**src/rtl/pulse_rr_distributor.sv**
```systemverilog
// Round-robin trigger distributor.
// Each trigger pulse goes to one of N_CH channels. The search starts at ptr
// and wraps from N_CH-1 back to 0. Masked channels are always skipped.
// mode 0 keeps a strict rotation: it drops the pulse when the next enabled
// channel is busy. mode 1 skips busy channels.
// Each channel is held busy for HOLD cycles after a dispatch.
// Dispatched and dropped pulses are counted with saturating counters.
module pulse_rr_distributor #(
  parameter int N_CH   = 4,
  parameter int PTR_W  = 2,
  parameter int HOLD   = 8,
  parameter int HOLD_W = 4,
  parameter int CNT_W  = 16
) (
  input  logic             clk,
  input  logic             reset,
  input  logic             in,
  input  logic [N_CH-1:0]  ch_en,
  input  logic             mode,
  input  logic             clr_cnt,
  output logic [N_CH-1:0]  out,
  output logic [N_CH-1:0]  busy,
  output logic [PTR_W-1:0] ptr,
  output logic [CNT_W-1:0] sent_cnt,
  output logic [CNT_W-1:0] drop_cnt
);

  logic [HOLD_W-1:0] hold [N_CH];

  logic [PTR_W:0]   cand;
  logic [PTR_W:0]   inc;
  logic             en_found;
  logic             free_found;
  logic [PTR_W-1:0] en_idx;
  logic [PTR_W-1:0] free_idx;
  logic [PTR_W-1:0] sel_idx;
  logic [PTR_W-1:0] ptr_nxt;
  logic             dispatch;
  logic             ptr_upd;
  logic             drop;

  // A channel is busy while its hold-off counter is non-zero
  always_comb begin
    busy = '0;
    for (int k = 0; k < N_CH; k++) begin
      busy[k] = (hold[k] != '0);
    end
  end

  // Scan from ptr with wrap; find first enabled and first enabled-and-free channel
  always_comb begin
    en_found   = 1'b0;
    free_found = 1'b0;
    en_idx     = '0;
    free_idx   = '0;
    cand       = '0;
    for (int i = 0; i < N_CH; i++) begin
      cand = {1'b0, ptr} + (PTR_W+1)'(i);
      if (cand >= (PTR_W+1)'(N_CH)) begin
        cand = cand - (PTR_W+1)'(N_CH);
      end
      if (!en_found && ch_en[cand[PTR_W-1:0]]) begin
        en_found = 1'b1;
        en_idx   = cand[PTR_W-1:0];
      end
      if (!free_found && ch_en[cand[PTR_W-1:0]] && !busy[cand[PTR_W-1:0]]) begin
        free_found = 1'b1;
        free_idx   = cand[PTR_W-1:0];
      end
    end
  end

  // Decide dispatch or drop for this cycle's pulse and where the pointer moves
  always_comb begin
    dispatch = 1'b0;
    ptr_upd  = 1'b0;
    sel_idx  = '0;
    if (in) begin
      if (mode) begin
        if (free_found) begin
          dispatch = 1'b1;
          ptr_upd  = 1'b1;
          sel_idx  = free_idx;
        end
      end else if (en_found) begin
        // Strict rotation advances past the target even when it drops the pulse
        sel_idx  = en_idx;
        ptr_upd  = 1'b1;
        dispatch = !busy[en_idx];
      end
    end
    drop    = in && !dispatch;
    inc     = {1'b0, sel_idx} + (PTR_W+1)'(1);
    ptr_nxt = (inc == (PTR_W+1)'(N_CH)) ? '0 : inc[PTR_W-1:0];
  end

  // Register the one-hot dispatch pulse and the round-robin pointer
  always_ff @(posedge clk) begin
    if (reset) begin
      out <= '0;
      ptr <= '0;
    end else begin
      out <= dispatch ? (N_CH'(1) << sel_idx) : '0;
      if (ptr_upd) begin
        ptr <= ptr_nxt;
      end
    end
  end

  // Hold-off counters: reload on dispatch, otherwise count down to zero
  always_ff @(posedge clk) begin
    if (reset) begin
      for (int k = 0; k < N_CH; k++) begin
        hold[k] <= '0;
      end
    end else begin
      for (int k = 0; k < N_CH; k++) begin
        if (dispatch && (sel_idx == PTR_W'(k))) begin
          hold[k] <= HOLD_W'(HOLD);
        end else if (hold[k] != '0) begin
          hold[k] <= hold[k] - 1'b1;
        end
      end
    end
  end

  // Saturating sent/drop counters; clear takes priority over counting
  always_ff @(posedge clk) begin
    if (reset || clr_cnt) begin
      sent_cnt <= '0;
      drop_cnt <= '0;
    end else begin
      if (dispatch && (sent_cnt != '1)) begin
        sent_cnt <= sent_cnt + 1'b1;
      end
      if (drop && (drop_cnt != '1)) begin
        drop_cnt <= drop_cnt + 1'b1;
      end
    end
  end

endmodule
```
**config.mk**
```make
export PLATFORM = sky130hd
export DESIGN_NAME = pulse_rr_distributor
export DESIGN_NICKNAME = d
export VERILOG_FILES = /design/src/rtl/pulse_rr_distributor.sv
export SDC_FILE = /design/constraint.sdc
export NUM_CORES = 1
export LEC_CHECK = 0
export CAP_MARGIN = 0
export CELL_PAD_IN_SITES_DETAIL_PLACEMENT = 0
export CELL_PAD_IN_SITES_GLOBAL_PLACEMENT = 1
export CORE_MARGIN = 10
export CORE_UTILIZATION = 44
export DETAILED_ROUTE_END_ITERATION = 6
export PLACE_DENSITY_LB_ADDON = 0.1
export SLEW_MARGIN = 10
export SYNTH_ARGS = -nofsm -noshare
export SYNTH_HDL_FRONTEND = slang
export SYNTH_SLANG_ARGS = --single-unit
```
**constraint.sdc**
```tcl
create_clock -name clk -period 6.9 [get_ports clk]
set_input_delay 0.69 -clock clk [delete_from_list [all_inputs] [get_ports clk]]
set_output_delay 0.69 -clock clk [all_outputs]
set_load 0.02 [all_outputs]
```
==> results by group <==
Detailed routing
  • Routed len/inst: 14.9 µm
  • Number of DRC markers in iteration 0: 74
  • Vias per cell: 5.49
  • Routed Antenna Nets: 0
  • # DRC: 0
  • Pre-Repair DR Iteration Count: 4
  • Via count: 2789
  • Post-Route WL: 7590 µm

Worst setup path
  • Worst reg2reg path depth: 12
  • WS Path Type: flip-flop to flip-flop
  • CP arrival: 3.66 ns
  • R2r setup slk: 3.30 ns
  • Crit-path max FO: 10
  • Worst r2r dst: hold[1][3]
  • Worst setup EP type: flip-flop
  • CP Launch Type: flip-flop
  • CP Data Required Time: 6.96 ns
  • Worst r2r src: hold[1][0]

Placement
  • RePlAce Congestion: 0.824
  • Pre-CTS setup slack: 2.99 ns
  • Dpl cell area: 3820 µm²
  • Placed Instances: 500
  • Input/output buffers: 50
  • Detailed placement HPWL: 5500 µm

Power and ir drop
  • Max VDD drop: 0.000118 V
  • Pleak: 1.38 nW
  • Cell Pwr Density: 293 nW/µm²
  • Overall Power: 1.15 mW
  • Sw Pwr: 466 µW
  • Combinational power share: 44.4%
  • Net Sw Frac: 40.7%
  • Flop pwr share: 38.9%
  • Clock share of power: 16.7%
  • Cell-internal power: 680 µW

STA
  • Slew Limit Headroom: 42.0%
  • Final worst slack: 3.30 ns
  • Fmax: 278 MHz
  • Final setup violation count: 0
  • Worst-margin pin slew: 0.869 ns
  • Setup Skew: 0.00925 ns
  • Post-Route Setup TNS: 0 ns
  • Tmin final: 3.60 ns
  • RSZ-0062 raised after global routing: false
  • Fin. Hold Viols: 0
  • Max-slew violations: 0
  • Fin crit share: 52.2%
  • WHS: 0.500 ns

Global routing
  • Vias in the first global route: 2672
  • All-Layer GR Usage: 13.6%
  • Initial antenna violation count: 0
  • Largest net degree at the start of global routing: 29
  • GRT overflow: 0
  • First-pass GRT wire length: 13000 µm

Clock tree
  • CTS tree: done
  • Worst-path clk slew: 0.11 ns
  • Hold buffers post-CTS: 0
  • H-tree depth: 2
  • Cts bufs inserted: 5
  • Post-CTS setup buffer count: 0
  • Root Driver: clkbuf_8
  • Worst-case clock buffer depth: 2
  • Worst skew pair latency: 0.31 ns
  • Clk sink count: 54
  • Post-cts sizing count: 0

Yosys
  • Prevailing post-synth register cell: dfxtp_1
  • Post-synth net total: 391
  • Syn Std Cell Area: 3280 µm²
  • Yosys reg bits: 54
  • Share of flip-flops with an asynchronous set or reset: 0%
  • Count leader, synth: dfxtp_1
  • Top cells by count, synth: dfxtp_1, nor2_1, inv_1, nand2_1
  • Register area share after synthesis: 37.9%
  • Post-Synthesis Cells: 368
  • Biggest area consumer among synthesized cells: dfxtp_1
  • Count of cell types in the netlist: 61
  • EDFF count, synth: 16
  • Synth warn: 0
  • Yosys top cell area share: 23.2%
  • Main area contributors after synthesis: dfxtp_1, edfxtp_1, ha_1
  • Mapped Avg Cell Area: 8.90 µm²

Floorplanning
  • I/O pins: 51
  • CORE AREA: 7250 µm²
  • Die area: 11300 µm²
  • Die H: 106 µm
  • Starting Density: 45.2%
  • Die X: 106 µm
  • Rows: 31

Layout
  • Finished Cell Area: 3920 µm²
  • Synth-to-Final Area Change: 19.5%
  • Sequential cell area: 1240 µm²
  • Fin nets: 431
  • Share of cells above drive strength 1: 6.36%
  • Post-layout util: 54.0%
  • # diodes: 0
  • Multi-input gate area: 1860 µm²
  • Layout Cells excl Fill: 508
  • Filler cells: 719

Run status
  • Status: finished, final reports clean

Min path
  • Worst min-delay path endpoint: sent_cnt[1]
  • Startpoint of the worst hold path: sent_cnt[1]
  • Hold crit path type: flip-flop to flip-flop
  • Hold path cells: 2

Flow run
  • Max Cap Violations: 0
-- cell type report --
class | instances | area share, %
sequential | 54 | 31.7
tap | 99 | 3.16
clock inverter | 3 | 0.735
multi-input combinational | 274 | 47.5
timing repair buffer | 52 | 13.2
clock buffer | 5 | 1.76
inverter | 21 | 2.01
-- registers in the layout (all words and copies together), names as in the netlist --
name      count
ptr           2
hold         16
drop_cnt     16
out           4
sent_cnt     16
-- power by group through the flow --
stage / sequential [mW] / combinational, mW / clock [mW]
2_1_floorplan: 0.440 / 0.391 / 0
3_3_place_gp: 0.452 / 0.512 / 0
3_5_place_dp: 0.453 / 0.509 / 0
4_1_cts: 0.445 / 0.513 / 0.196
5_1_grt: 0.454 / 0.569 / 0.208
6_report: 0.446 / 0.509 / 0.191
-- metal layers --
layer / share of wire [%] / up-vias / GRT usage, % / routed length, µm
met5: 0 / - / 0 / 0
met4: 0.74 / 0 / 3.09 / 56
met3: 5.8 / 5 / 4.71 / 437
met2: 47 / 47 / 22.3 / 3550
met1: 47 / 1306 / 16.7 / 3540
li1: - / 1431 / - / -
-- layout by cell type, fill, tap and decap left out, types with 2 or more instances in the layout --
master	synthesis	routed
nor3_1	7	7
o31ai_1	4	4
clkdlybuf4s50_1	0	50
buf_4	2	2
nor2_1	33	33
and2_1	9	9
a32oi_1	2	2
mux2i_1	2	2
clkinv_4	0	2
inv_1	20	20
nor4_1	17	17
clkbuf_8	0	5
nand4_1	11	11
a21oi_1	17	17
and3_1	13	13
nand3_1	17	17
nand2_1	20	20
a311oi_1	2	2
nor3b_4	3	3
or4_1	4	4
nor2b_1	5	5
o31a_1	5	5
o21ai_1	2	2
edfxtp_1	16	16
ha_1	14	14
nor3b_2	2	2
o21a_1	5	5
or3_1	15	15
nand2b_1	3	3
a31oi_1	2	2
a211oi_1	5	5
or2_2	2	2
o21ai_0	11	11
xnor2_1	4	4
and4_1	3	3
dfxtp_1	38	38
xor2_1	14	14
-- cells by family after synthesis --
group                      count (synthesis)  synth area share [%]
and+or+nand+nor                          171                  30.1
AOI/OAI and AO/OA                         68                  15.1
DFF                                       54                  37.9
buffers and inverters                     40                  5.42
xor gates and xnor gates                  18                  4.81
adders and majority gates                 14                  5.35
muxes                                      3                  1.30
-- critical path, cell delays in order, from the launching register on --
cell      delay (ns)
edfxtp_1        0.43
inv_1           0.10
ha_1            0.17
nor3b_4         0.50
o32a_1          0.23
nand4_2         0.23
nor4_1          0.23
a211oi_1        0.08
o22ai_1         0.46
inv_1           0.13
ha_1            0.20
and2_1          0.18
or3_1           0.40
-- worst max-delay path by stage --
stage,cells after the start,to,start
finish,12,hold[1][3],hold[1][0]
global route,13,hold[1][0],hold[2][0]
CTS,12,hold[1][3],hold[1][0]
detailed placement,12,hold[1][2],ch_en[2]
global placement,12,hold[1][0],ch_en[2]
floorplan,13,hold[0][0],hold[0][0]
(Power assumes the default switching activity.)
